**src/rtl/addsub_pipe.sv**
```systemverilog
// Pipelined WIDTH-bit add/subtract, one WIDTH/STAGES-bit carry-chained slice per stage, valid/ready handshake.
// Build option ADDSUB_SAT_EN: ops 10/11 clamp signed overflow to the signed max/min in the final stage.
module addsub_pipe #(
  parameter int WIDTH  = 32,
  parameter int STAGES = 4,
  parameter int TAG_W  = 4
) (
  input  logic             clk,
  input  logic             rst_n,
  input  logic             in_valid,
  output logic             in_ready,
  input  logic [1:0]       in_op,
  input  logic [WIDTH-1:0] in_a,
  input  logic [WIDTH-1:0] in_b,
  input  logic [TAG_W-1:0] in_tag,
  output logic             out_valid,
  input  logic             out_ready,
  output logic [WIDTH-1:0] out_data,
  output logic [TAG_W-1:0] out_tag,
  output logic [3:0]       out_flags,
  output logic             out_sat
);

  localparam int SW = WIDTH / STAGES;
  localparam int L  = STAGES - 1;

  logic advance;

  // Inputs seen by each stage: entry ports for stage 0, previous stage registers otherwise.
  logic [WIDTH-1:0] a_s   [STAGES];
  logic [WIDTH-1:0] b_s   [STAGES];
  logic [WIDTH-1:0] r_s   [STAGES];
  logic             c_s   [STAGES];
  logic             v_s   [STAGES];
  logic             sat_s [STAGES];
  logic [TAG_W-1:0] tag_s [STAGES];

  // Stage results before registering.
  logic [WIDTH-1:0] r_n  [STAGES];
  logic             cy_n [STAGES];

  // Inter-stage registers; the last stage registers straight into out_*.
  logic [WIDTH-1:0] a_p   [STAGES];
  logic [WIDTH-1:0] b_p   [STAGES];
  logic [WIDTH-1:0] r_p   [STAGES];
  logic             cy_p  [STAGES];
  logic             vld_p [STAGES];
  logic             sat_p [STAGES];
  logic [TAG_W-1:0] tag_p [STAGES];

  assign advance  = ~out_valid | out_ready;
  assign in_ready = advance;

  for (genvar k = 0; k < STAGES; k++) begin : g_stage
    logic [SW:0]      slice;
    logic [WIDTH-1:0] rsum;

    if (k == 0) begin : g_first
      // Subtraction is A + ~B + 1: B inverted here, the +1 enters as the stage-0 carry.
      assign a_s[k]   = in_a;
      assign b_s[k]   = in_op[0] ? ~in_b : in_b;
      assign c_s[k]   = in_op[0];
      assign r_s[k]   = '0;
      assign v_s[k]   = in_valid;
      assign sat_s[k] = in_op[1];
      assign tag_s[k] = in_tag;
    end else begin : g_next
      assign a_s[k]   = a_p[k-1];
      assign b_s[k]   = b_p[k-1];
      assign c_s[k]   = cy_p[k-1];
      assign r_s[k]   = r_p[k-1];
      assign v_s[k]   = vld_p[k-1];
      assign sat_s[k] = sat_p[k-1];
      assign tag_s[k] = tag_p[k-1];
    end

    assign slice = {1'b0, a_s[k][k*SW +: SW]} + {1'b0, b_s[k][k*SW +: SW]} + (SW+1)'(c_s[k]);

    always_comb begin
      rsum = r_s[k];
      rsum[k*SW +: SW] = slice[SW-1:0];
    end

    assign r_n[k]  = rsum;
    assign cy_n[k] = slice[SW];
  end

  // Final stage: flags on the wrapped sum, then optional clamp.
  logic [WIDTH-1:0] res_w;
  logic [WIDTH-1:0] data_w;
  logic             co_w;
  logic             ovf_w;
  logic             clamp_w;
  logic [3:0]       flags_w;

  assign res_w   = r_n[L];
  assign co_w    = cy_n[L];
  // Carry into the MSB is recovered as a^b^sum at that bit, avoiding a split MSB adder.
  assign ovf_w   = a_s[L][WIDTH-1] ^ b_s[L][WIDTH-1] ^ res_w[WIDTH-1] ^ co_w;
  assign flags_w = {~|res_w, res_w[WIDTH-1], co_w, ovf_w};

`ifdef ADDSUB_SAT_EN
  localparam logic signed [WIDTH-1:0] SMAX = {1'b0, {(WIDTH-1){1'b1}}};
  localparam logic signed [WIDTH-1:0] SMIN = {1'b1, {(WIDTH-1){1'b0}}};

  function automatic logic signed [WIDTH-1:0] sat_clamp(input logic signed [WIDTH-1:0] wrapped);
    // A negative wrapped result means the true result overflowed upward.
    sat_clamp = wrapped[WIDTH-1] ? SMAX : SMIN;
  endfunction

  assign clamp_w = sat_s[L] & ovf_w;
  assign data_w  = clamp_w ? sat_clamp(res_w) : res_w;
`else
  logic unused_sat;
  assign unused_sat = sat_s[L];
  assign clamp_w    = 1'b0;
  assign data_w     = res_w;
`endif

  // Control and output registers.
  always_ff @(posedge clk or negedge rst_n) begin
    if (!rst_n) begin
      for (int k = 0; k < STAGES - 1; k++) vld_p[k] <= 1'b0;
      out_valid <= 1'b0;
      out_data  <= '0;
      out_tag   <= '0;
      out_flags <= '0;
      out_sat   <= 1'b0;
    end else if (advance) begin
      for (int k = 0; k < STAGES - 1; k++) vld_p[k] <= v_s[k];
      out_valid <= v_s[L];
      out_data  <= data_w;
      out_tag   <= tag_s[L];
      out_flags <= flags_w;
      out_sat   <= clamp_w;
    end
  end

  // Inter-stage data and skew registers.
  always_ff @(posedge clk) begin
    if (advance) begin
      for (int k = 0; k < STAGES - 1; k++) begin
        a_p[k]   <= a_s[k];
        b_p[k]   <= b_s[k];
        r_p[k]   <= r_n[k];
        cy_p[k]  <= cy_n[k];
        sat_p[k] <= sat_s[k];
        tag_p[k] <= tag_s[k];
      end
    end
  end

endmodule

```
**config.mk**
```make
export PLATFORM = sky130hd
export DESIGN_NAME = addsub_pipe
export DESIGN_NICKNAME = d
export VERILOG_FILES = /design/src/rtl/addsub_pipe.sv
export SDC_FILE = /design/constraint.sdc
export NUM_CORES = 1
export LEC_CHECK = 0
export BUFFER_PORTS_ARGS = -buffer_cell sky130_fd_sc_hd__buf_4
export CORE_ASPECT_RATIO = 0.8
export CORE_MARGIN = 1
export CORE_UTILIZATION = 55
export DETAILED_ROUTE_END_ITERATION = 10
export PLACE_DENSITY = 0.75
export SYNTH_ARGS = -nofsm -noshare
export SYNTH_HDL_FRONTEND = slang
export SYNTH_SLANG_ARGS = --single-unit
```
**constraint.sdc**
```tcl
create_clock -name clk -period 6.7 [get_ports clk]
set_clock_uncertainty 0.1 [all_clocks]
set_input_delay 0.67 -clock clk [delete_from_list [all_inputs] [get_ports clk]]
set_output_delay 0.67 -clock clk [all_outputs]
set_load 0.02 [all_outputs]
```
==> out/results.txt <==
GPL Wtd Cong -> 0.805
Status -> finished clean
DRT iter0 DRCs -> 152
Synth Net Count -> 580
Relative slew slack -> 0.286
First-pass GRT wire length -> 19600 um
Die height -> 110 um
Post-Synthesis Cells -> 471
Reg-to-reg endpoint -> b_p[0][48]
Share of cells above drive strength 1 -> 0.296
Reg2Reg Depth -> 4
IR drop worst, VDD -> 253 uV
Worst Hold Class -> in -> async
CTS Sinks -> 202
Final period util -> 0.476
Worst setup SP type -> register
Reg2Reg Setup Slack -> 3.88 ns
DR vias/cell -> 5.19
TritonCTS clock tree -> yes
Via count of the routed design -> 4104
Pleak -> 0.00391 uW
Vias in the first global route -> 4157
Placement Rows -> 38
Most frequent cells in the layout -> edfxtp_1 (159), buf_4 (116), dfrtp_1 (43)
Most common cell after layout, fill and taps aside -> edfxtp_1
Port bufs -> 114
Synth Register Bits -> 202
Synth warn -> 0
Clk Latency, worst-skew pair -> 0.47 ns
Initial Util -> 0.576
Max-cap violations -> 0
Crit path capture type -> primary output
R2R Path Start -> out_valid
Cts repair resizes -> 0
WS Path Type -> reg -> out
Post-route cell area -> 9630 sq um
Max Clk Rate -> 314 MHz
Cts bufs inserted -> 20
Crit-path max FO -> 119
Maximum clock path buffer count -> 3
Horiz. Die Dim -> 137 um
Fin. max-slew vios -> 0
DRC violations left -> 0
H-tree depth -> 1
Worst EP required -> 5.93 ns
Core Region -> 13800 sq um
Most used cell, CP -> buf_4
Cell Area, Synth -> 7960 sq um
Worst slew pin tran -> 1.07 ns
Fin Setup TNS -> 0 ns
# setup viols final -> 0
Root buffer cell -> clkbuf_16
Crit path DAT -> 2.42 ns
Sequential cell area -> 5850 sq um
Syn Area/Cell -> 16.9 sq um
Largest net degree at the start of global routing -> 120
# fillers -> 924
Crit-path max cell delay -> 0.83 ns
Hold-fix buffers, CTS -> 0
Post-Place Cell Area -> 9010 sq um
Die footprint -> 15000 sq um
Unrepaired setup endpoints after global routing -> no
Clock transition at path regs -> 0.06 ns
Initial antenna violation count -> 0
Number of inserted diodes -> 0
Tmin final -> 3.19 ns
Critical Path End -> in_ready
Gr ovfl total -> 0
Final HPWL DP -> 8380 um
Cell variety after synth -> 44
Multi-input gate area -> 1990 sq um
Worst Setup SP -> out_valid
Worst-path cell chain -> nor2b_4 > buf_4 > inv_6 > buf_4
ANT nets after route -> 0
TritonRoute pass-1 iters -> 4
Gr usage total -> 0.172
Synthesis-to-layout area growth -> 20.9%
Setup bufs post-CTS -> 0
CP max-delay cell -> inv_6
Wire per inst -> 15.5 um
Final hold vios -> 0
IO Pins -> 117
Cell Pwr Density -> 450 nW/um^2
Total Wirelength -> 12300 um
Post-layout nets -> 706
Register area share after synthesis -> 0.735
## Yosys cell counts
library cell	instances	area share
a21oi_2	1	0.0011
conb_1	1	0.00047
buf_2	5	0.0031
nor2_1	12	0.0057
dfrtp_1	43	0.14
o21bai_1	3	0.0028
a211o_1	1	0.0011
clkbuf_1	5	0.0024
o21a_1	3	0.0028
a21boi_0	1	0.00094
a21o_1	5	0.0047
o31ai_1	3	0.0028
mux2_2	32	0.045
o2111ai_1	1	0.0011
a211oi_1	1	0.00094
a22oi_1	1	0.00094
and3_1	1	0.00079
xor2_1	42	0.046
fa_1	7	0.018
a2bb2oi_1	1	0.0011
buf_4	2	0.0019
o21ai_1	2	0.0013
o31a_1	1	0.0011
o21ai_0	16	0.010
nor3b_1	1	0.00094
or3_1	1	0.00079
edfxtp_1	159	0.60
nand4b_1	1	0.0011
or2_2	2	0.0016
nand2b_1	1	0.00079
xnor2_1	11	0.012
and4_1	1	0.0011
nor2b_1	6	0.0047
a21oi_1	15	0.0094
ha_1	28	0.044
nand4_1	2	0.0016
inv_1	20	0.0094
nor3_1	6	0.0038
a211oi_2	1	0.0016
o311a_1	1	0.0013
nand3_1	1	0.00063
mux2_4	1	0.0019
nor4_1	5	0.0039
nand2_1	18	0.0085
## worst min-delay path by stage
stage | start | to | slack, ns | depth (start not counted)
floorplan | rst_n | out_data[0] | 0.27 | 0
global placement | b_p[0][18] | b_p[0][50] | 0.30 | 0
detailed placement | b_p[0][29] | b_p[0][61] | 0.30 | 0
CTS | rst_n | out_tag[3] | 0.09 | 1
global route | rst_n | out_tag[3] | 0.12 | 1
finish | rst_n | out_tag[3] | 0.08 | 1
## per-layer routing
metal  share of wire  vias to the layer above  global-route usage
met3           0.062                       24              0.0392
li1                -                     1986                   -
met1            0.41                     1971               0.215
met4           0.025                        0              0.0548
met2            0.50                      123               0.299
met5               0                        -                   0
## worst max-delay path: cells and delay by family, from the launching register on
family | cells | cell delay (ns)
buffers and inverters | 3 | 1.40
flip-flops | 1 | 0.38
AND/OR/NAND/NOR | 1 | 0.12
## cells by family (layout without fill, tap and decap cells)
| kind of cell | count (synthesis) | after routing | share of synthesized area |
|---|---|---|---|
| fa+ha+maj | 35 | 35 | 0.0616 |
| mux | 33 | 33 | 0.0471 |
| other cells | 1 | 1 | 0.000471 |
| buf+inv | 32 | 172 | 0.0168 |
| compound gates | 57 | 57 | 0.0451 |
| flops | 202 | 202 | 0.735 |
| xor+xnor | 53 | 53 | 0.0583 |
| simple gates | 58 | 58 | 0.0358 |
## where the power goes
group / total [uW] / internal (uW) / switching [uW]
combinational: 1210 / 538 / 670
clock: 1020 / 610 / 414
sequential: 2100 / 1920 / 179
## sequential cells by signal (all words and copies together) (netlist names)
signal and count:
a_p 48, b_p 48, r_p 48, out_data 31
tag_p 12, out_flags 4, out_tag 4, cy_p 3
v_s 3, out_valid 1
## final cells by class
| type | count | area share |
|---|---|---|
| Clock buffer | 33 | 0.0624 |
| Clock inverter | 3 | 0.00143 |
| Timing Repair Buffer | 116 | 0.0905 |
| Sequential cell | 202 | 0.608 |
| Inverter | 20 | 0.00832 |
| Tap cell | 180 | 0.0234 |
| Multi-Input combinational cell | 237 | 0.206 |
## through the flow
step	util	hold slack (ns)	cells	power, uW	setup WS, ns
floorplan	-	0.274	471	2890	2.97
global placement	0.651	0.302	755	3270	3.66
detailed placement	0.651	0.305	755	3340	3.59
CTS	0.696	0.0917	791	4380	3.49
global route	0.696	0.119	791	4580	3.37
finish	0.696	0.0829	791	4330	3.51
No activity file was read; power rests on OpenSTA's default activity.
